[src/rtl/pe_vector_loader.sv]
// Streaming front-end for the combinational FP32 dot-product PE: packs (P,Q) pairs
// into N-element vectors, waits out the PE settle time, then hands the result downstream.
//
// state  | meaning
// FILL   | accepting operand pairs into the vector buffers
// SETTLE | buffers frozen, waiting for the PE multiply/add chain to settle
// HOLD   | captured result presented on out_valid/out_data until taken
module pe_vector_loader #(
   parameter int N          = 2,
   parameter int SETTLE_CYC = 2,
   parameter int CNT_W      = 16
) (
   input  logic               clk,
   input  logic               rst,
   input  logic               in_valid,
   output logic               in_ready,
   input  logic [31:0]        in_p,
   input  logic [31:0]        in_q,
   input  logic               in_last,
   output logic [32*N-1:0]    pe_p,
   output logic [32*N-1:0]    pe_q,
   input  logic [31:0]        pe_r,
   output logic               out_valid,
   input  logic               out_ready,
   output logic [31:0]        out_data,
   output logic               frame_err,
   output logic               busy,
   output logic [CNT_W-1:0]   done_cnt
);

   localparam int IDX_W = (N > 1) ? $clog2(N) : 1;
   localparam int SET_W = $clog2(SETTLE_CYC + 1);
   localparam logic [IDX_W-1:0] IDX_LAST    = IDX_W'(N - 1);
   localparam logic [SET_W-1:0] SETTLE_LOAD = SET_W'(SETTLE_CYC);

   typedef enum logic [1:0] {S_FILL, S_SETTLE, S_HOLD} state_t;

   state_t             state_q, state_d;
   logic [IDX_W-1:0]   idx_q, idx_d;
   logic [SET_W-1:0]   settle_q, settle_d;
   logic [31:0]        out_data_q, out_data_d;
   logic               out_valid_q, out_valid_d;
   logic               frame_err_q, frame_err_d;
   logic [CNT_W-1:0]   done_cnt_q, done_cnt_d;
   logic [31:0]        buf_p_q [N];
   logic [31:0]        buf_q_q [N];
   logic               accept;

   assign in_ready  = (state_q == S_FILL) && !rst;
   assign accept    = in_valid && in_ready;
   assign out_valid = out_valid_q;
   assign out_data  = out_data_q;
   assign frame_err = frame_err_q;
   assign done_cnt  = done_cnt_q;
   assign busy      = (state_q != S_FILL) || (idx_q != '0);

   always_comb begin
      state_d     = state_q;
      idx_d       = idx_q;
      settle_d    = settle_q;
      out_data_d  = out_data_q;
      out_valid_d = out_valid_q;
      frame_err_d = 1'b0;
      done_cnt_d  = done_cnt_q;
      case (state_q)
         S_FILL: begin
            if (accept) begin
               // A full vector completes the frame whatever in_last says.
               if (idx_q == IDX_LAST) begin
                  idx_d    = '0;
                  settle_d = SETTLE_LOAD;
                  state_d  = S_SETTLE;
               end else if (in_last) begin
                  frame_err_d = 1'b1;
                  idx_d       = '0;
               end else begin
                  idx_d = idx_q + 1'b1;
               end
            end
         end
         S_SETTLE: begin
            settle_d = settle_q - 1'b1;
            if (settle_q == SET_W'(1)) begin
               out_data_d  = pe_r;
               out_valid_d = 1'b1;
               state_d     = S_HOLD;
            end
         end
         S_HOLD: begin
            if (out_ready) begin
               out_valid_d = 1'b0;
               done_cnt_d  = done_cnt_q + 1'b1;
               state_d     = S_FILL;
            end
         end
         default: state_d = S_FILL;
      endcase
   end

   always_ff @(posedge clk or posedge rst) begin
      if (rst) begin
         state_q     <= S_FILL;
         idx_q       <= '0;
         settle_q    <= '0;
         out_data_q  <= '0;
         out_valid_q <= 1'b0;
         frame_err_q <= 1'b0;
         done_cnt_q  <= '0;
      end else begin
         state_q     <= state_d;
         idx_q       <= idx_d;
         settle_q    <= settle_d;
         out_data_q  <= out_data_d;
         out_valid_q <= out_valid_d;
         frame_err_q <= frame_err_d;
         done_cnt_q  <= done_cnt_d;
      end
   end

   // Buffers only move on accepts, so the PE inputs stay frozen through SETTLE/HOLD.
   always_ff @(posedge clk or posedge rst) begin
      if (rst) begin
         for (int i = 0; i < N; i++) begin
            buf_p_q[i] <= '0;
            buf_q_q[i] <= '0;
         end
      end else if (accept) begin
         buf_p_q[idx_q] <= in_p;
         buf_q_q[idx_q] <= in_q;
      end
   end

   always_comb begin
      pe_p = '0;
      pe_q = '0;
      for (int i = 0; i < N; i++) begin
         pe_p[32*i +: 32] = buf_p_q[i];
         pe_q[32*i +: 32] = buf_q_q[i];
      end
   end

endmodule

[config.mk]
export PLATFORM = sky130hd
export DESIGN_NAME = pe_vector_loader
export DESIGN_NICKNAME = d
export VERILOG_FILES = /design/src/rtl/pe_vector_loader.sv
export SDC_FILE = /design/constraint.sdc
export NUM_CORES = 1
export LEC_CHECK = 0
export ABC_CLOCK_PERIOD_IN_PS = 9200
export CAP_MARGIN = 10
export CELL_PAD_IN_SITES_DETAIL_PLACEMENT = 1
export CELL_PAD_IN_SITES_GLOBAL_PLACEMENT = 1
export CORE_ASPECT_RATIO = 1.25
export CORE_MARGIN = 4
export CORE_UTILIZATION = 38
export DETAILED_ROUTE_END_ITERATION = 7
export GPL_TIMING_DRIVEN = 0
export HOLD_SLACK_MARGIN = 0.1
export PLACE_DENSITY = 0.82
export SLEW_MARGIN = 10
export SYNTH_ARGS = -nofsm -noshare
export SYNTH_HDL_FRONTEND = slang
export SYNTH_SLANG_ARGS = --single-unit
[constraint.sdc]
create_clock -name clk -period 9.2 [get_ports clk]
set_input_delay 1.38 -clock clk [delete_from_list [all_inputs] [get_ports clk]]
set_output_delay 1.38 -clock clk [all_outputs]
set_load 0.01 [all_outputs]
After elaboration in Yosys (flattened, before gate mapping)
Index checks and enable logic that the tools add are counted.
- eq/ne operators: 7
- reductions and logical operators: 15
- $add $sub $neg: 3
- bitwise gates (word level): 1
- muxes and demuxes: 21
- $lt $le $gt $ge: 2
- operator list (cell ; count):
    $bwmux 64 ; 2
    $demux 32 s1 ; 1
    $mux 32 ; 1
    $add 16x1->16 const B ; 1
    $mux 2 ; 6
    $mux 1 ; 8
    $ne 2x2->1 const B ; 4
    $pmux 2 s3 ; 1
    $reduce_and 2->1 ; 3
    $reduce_and 3->1 ; 2
    $reduce_bool 2->1 ; 3
    $eq 2x1->1 const B ; 2
    $pmux 2 s2 ; 1
    $reduce_and 4->1 ; 1
    $logic_and 1x1->1 ; 3
    $eq 2x2->1 const B ; 1
    $ge 2x2->1 const B ; 1
    $logic_not 2->1 ; 1
    $lt 2x1->1 const B ; 1
    $not 1->2 ; 1
    $pmux 1 s2 ; 1
    $sub 2x1->2 const B ; 1
    $add 1x1->1 const B ; 1
    $logic_not 1->1 ; 1
    $logic_or 1x1->1 ; 1
- register bits after elaboration: 183
- logic and storage cells: 60
- input port bits: 101

Depth between registers and ports, before layout
- depth in word-level cells: 6
- gate-level depth with buffers: 7

Worst setup path before layout
OpenSTA, ideal clock, no wires.
- path type: in2out
- start: input rst
- end: output in_ready
- arrival: 1.579 ns
- path slack: 6.241 ns
- path buffers: 0
- cell stages on the path: 1
- data required time: 7.820 ns
- cell sequence: nor3_4
- longest elaborated chain between the ends: 2
- RTL lines (what ; line ; text):
    from (decl) ; 14 ; input logic rst,
    $logic_not 1->1 (no source line) ; n/a ;
    $logic_and 1x1->1 ; 49 ; assign in_ready = (state_q == S_FILL) && !rst;
    to (decl) ; 16 ; output logic in_ready,
Every way passes these cells.

Worst setup path in the final report
Ends and elaborated chain as after synthesis.

==> metrics.cfg <==
[outcome]
status = complete, no violations

[setup_path]
required_ps = 7820
ff2ff_setup_slack_ps = 7390
critPathKind = in2out
critPathLaunchType = input pin
path_cells = clkdlybuf4s50_1, nor3_4, clkdlybuf4s50_1
worstSetupEndpoint = in_ready
path_common_cell = clkdlybuf4s50_1
crit_cells = 3
rr_endpoint = pe_q[3]
path_buf_inv = 2
cp_slowest_stage_delay_ps = 610
reg2reg_depth = 7
end_kind = output pin
crit_fanout = 3
r2r_start = state_q[0]
critPathLaunch = rst
crit_slowest_cell = clkdlybuf4s50_1
crit_family = buffers and inverters
arrival_ps = 2770

[sta]
max_clock_freq_mhz = 241
setup-violations-final = 0
rsz0062_at_grt = no
tns_ps = 0
tightest_slew_ps = 655
clock_skew_ps = 13.1
hold_viol_final = 0
fin_crit_ps = 4150
drv_slew = 0
slew_headroom_pct = 56.3
worst_slack_ps = 5050
finalCritPeriodShare_pct = 45.1

[pwr]
p_leak_uw = 0.00475
finalPower_uw = 3760
pwr-share-clk_pct = 19.7
swShare_pct = 30.7
seqPwrFrac_pct = 37.1
p_per_area_nw_per_um2 = 345
p_int_uw = 2600
peakVddDrop_v = 0.000148
p_sw_uw = 1150
p_comb_share_pct = 43.2

[route]
num_vias = 4754
wl_um = 20200
wl_met3_um = 1540
highest_layer = met4
drtIter0Drc = 149
drt-met1-wl_um = 7220
viasPerCell = 4.90
first_pass_iters = 4
wl_met2_um = 11000
wl_per_cell_um = 20.8
drtAntennaViolNets = 0
drc = 0

[place]
dp_worst_setup_slack_ps = 5040
globalplace.congestion = 0.762
hpwl_um = 15300
numPortBuffers = 280
placed_area_sq_um = 10300

[floorplanning]
placementRows = 55
core_sq_um = 18300
dieArea_sq_um = 21100
dieWidth_um = 131
pin_count = 281
die_y_um = 161
start_util_pct = 39.1

[global_route]
antenna_found_initial = 0
grt_pass1_wl_um = 31600
grt_pass1_vias = 5593
overflow = 0
track_usage_pct = 19.4
grt_max_degree = 93

[cells_and_area]
seq_area_sq_um = 4580
final_cell_mix = clkdlybuf4s50_1 (280), dfrtp_1 (183), mux2_2 (72)
nets = 833
multi_input_area_sq_um = 2390
final_common_cell = clkdlybuf4s50_1
diodes = 0
fin_util_pct = 59.4
design_area_sq_um = 10900
drive_gt1_share_pct = 22.5
syn_to_final_growth_pct = 52.1
n_fill_cell = 1742

[worst_hold_path]
min_path_cells = 1
hold_class = reg2reg

[synthesis]
yosysSeqAreaShare_pct = 64.0
synth-edff-count = 0
netlist-cell-type-count = 32
netlist_top_cells_area = dfrtp_1 (64%), mux2_2 (11%), mux2_4 (8.2%), mux2_1 (7.7%), buf_6 (1.9%)
synth_top_area_share_pct = 64.0
ys.flop_type = dfrtp_1
synthArstFlopShare_pct = 100
syn_area_sq_um = 7150
synth-seq-cells = 183
avgSynthCellArea_sq_um = 16.6
synth_nets = 533
syn_inst = 430
synth_area_leader_cell = dfrtp_1
ys_warn_count = 0

[cts]
cts_buffers = 17
cts_num_sinks = 183
clk_pin_slew_ps = 70
clockBufferDepth = 2
hold_buffers = 0
cts_tree = built
cts_root_buf = clkbuf_16
clk_latency_ps = 430
post_cts_resized = 0
cts_max_level = 4
postCtsSetupBuffers = 0

[flow_run]
maxCapViolCount = 0

[metrics by stage]
| stage | std cells | hold slack [ps] |
|---|---|---|
| after floorplan | 430 | 457 |
| after global placement | 938 | 464 |
| after detailed placement | 939 | 462 |
| after CTS | 971 | 476 |
| after global routing | 971 | 507 |
| final | 971 | 469 |
[cell usage after synthesis (all sizes together), types with 3 or more instances]
library cell / count
nand4: 5
xor2: 4
nor2: 6
and4: 3
nand2: 12
nand3: 3
a21oi: 4
inv: 4
buf: 18
mux2: 160
xnor2: 11
dfrtp: 183
[registers in the layout (all words and copies together), names as in the netlist, 2 cells and up]
| register | count |
|---|---|
| pe_q | 64 |
| done_cnt | 16 |
| pe_p | 64 |
| state_q | 2 |
| out_data | 32 |
| settle_q | 2 |
[power by group through the flow]
| stage | Clock (uW) | Combinational (uW) | Sequential [uW] |
|---|---|---|---|
| 2_1_floorplan | 0 | 501 | 1550 |
| 3_3_place_gp | 0 | 1590 | 1380 |
| 3_5_place_dp | 0 | 1640 | 1410 |
| 4_1_cts | 761 | 1660 | 1400 |
| 5_1_grt | 797 | 1720 | 1450 |
| 6_report | 740 | 1620 | 1390 |
[routing by layer]
metal | up-vias | global-route usage, %
li1 | 2107 | -
met1 | 2445 | 20.9
met2 | 177 | 35.0
met3 | 25 | 6.81
met4 | 0 | 6.41
met5 | - | 0
[worst min path at each step]
stage,start,end,slack (ps)
after global placement,done_cnt[15],done_cnt[15],460
after CTS,done_cnt[15],done_cnt[15],480
after global routing,pe_p[15],pe_p[15],510
final,done_cnt[15],done_cnt[15],470
after detailed placement,done_cnt[15],done_cnt[15],460
after floorplan,settle_q[0],settle_q[0],460
[final cells by class]
type                            instances  area share (%)
Multi-Input combinational cell        225            22.0
Clock inverter                         12            1.23
Sequential cell                       183            42.1
Inverter                                4           0.207
Buffer                                 18            1.54
Tap cell                              228            2.62
Clock buffer                           20            4.29
Timing Repair Buffer                  281            26.0
[cells by family (layout without fill, tap and decap cells)]
logic type,after synthesis,in the layout,synth area share (%)
multiplexers,161,161,27.4
buffers and inverters,22,335,2.55
AO/OA/AOI/OAI,7,7,0.612
AND/OR/NAND/NOR,40,40,3.25
flip-flops,183,183,64.0
adder cells (fa/ha/maj),2,2,0.350
XOR/XNOR,15,15,1.84
No activity file was read; power rests on OpenSTA's default activity.
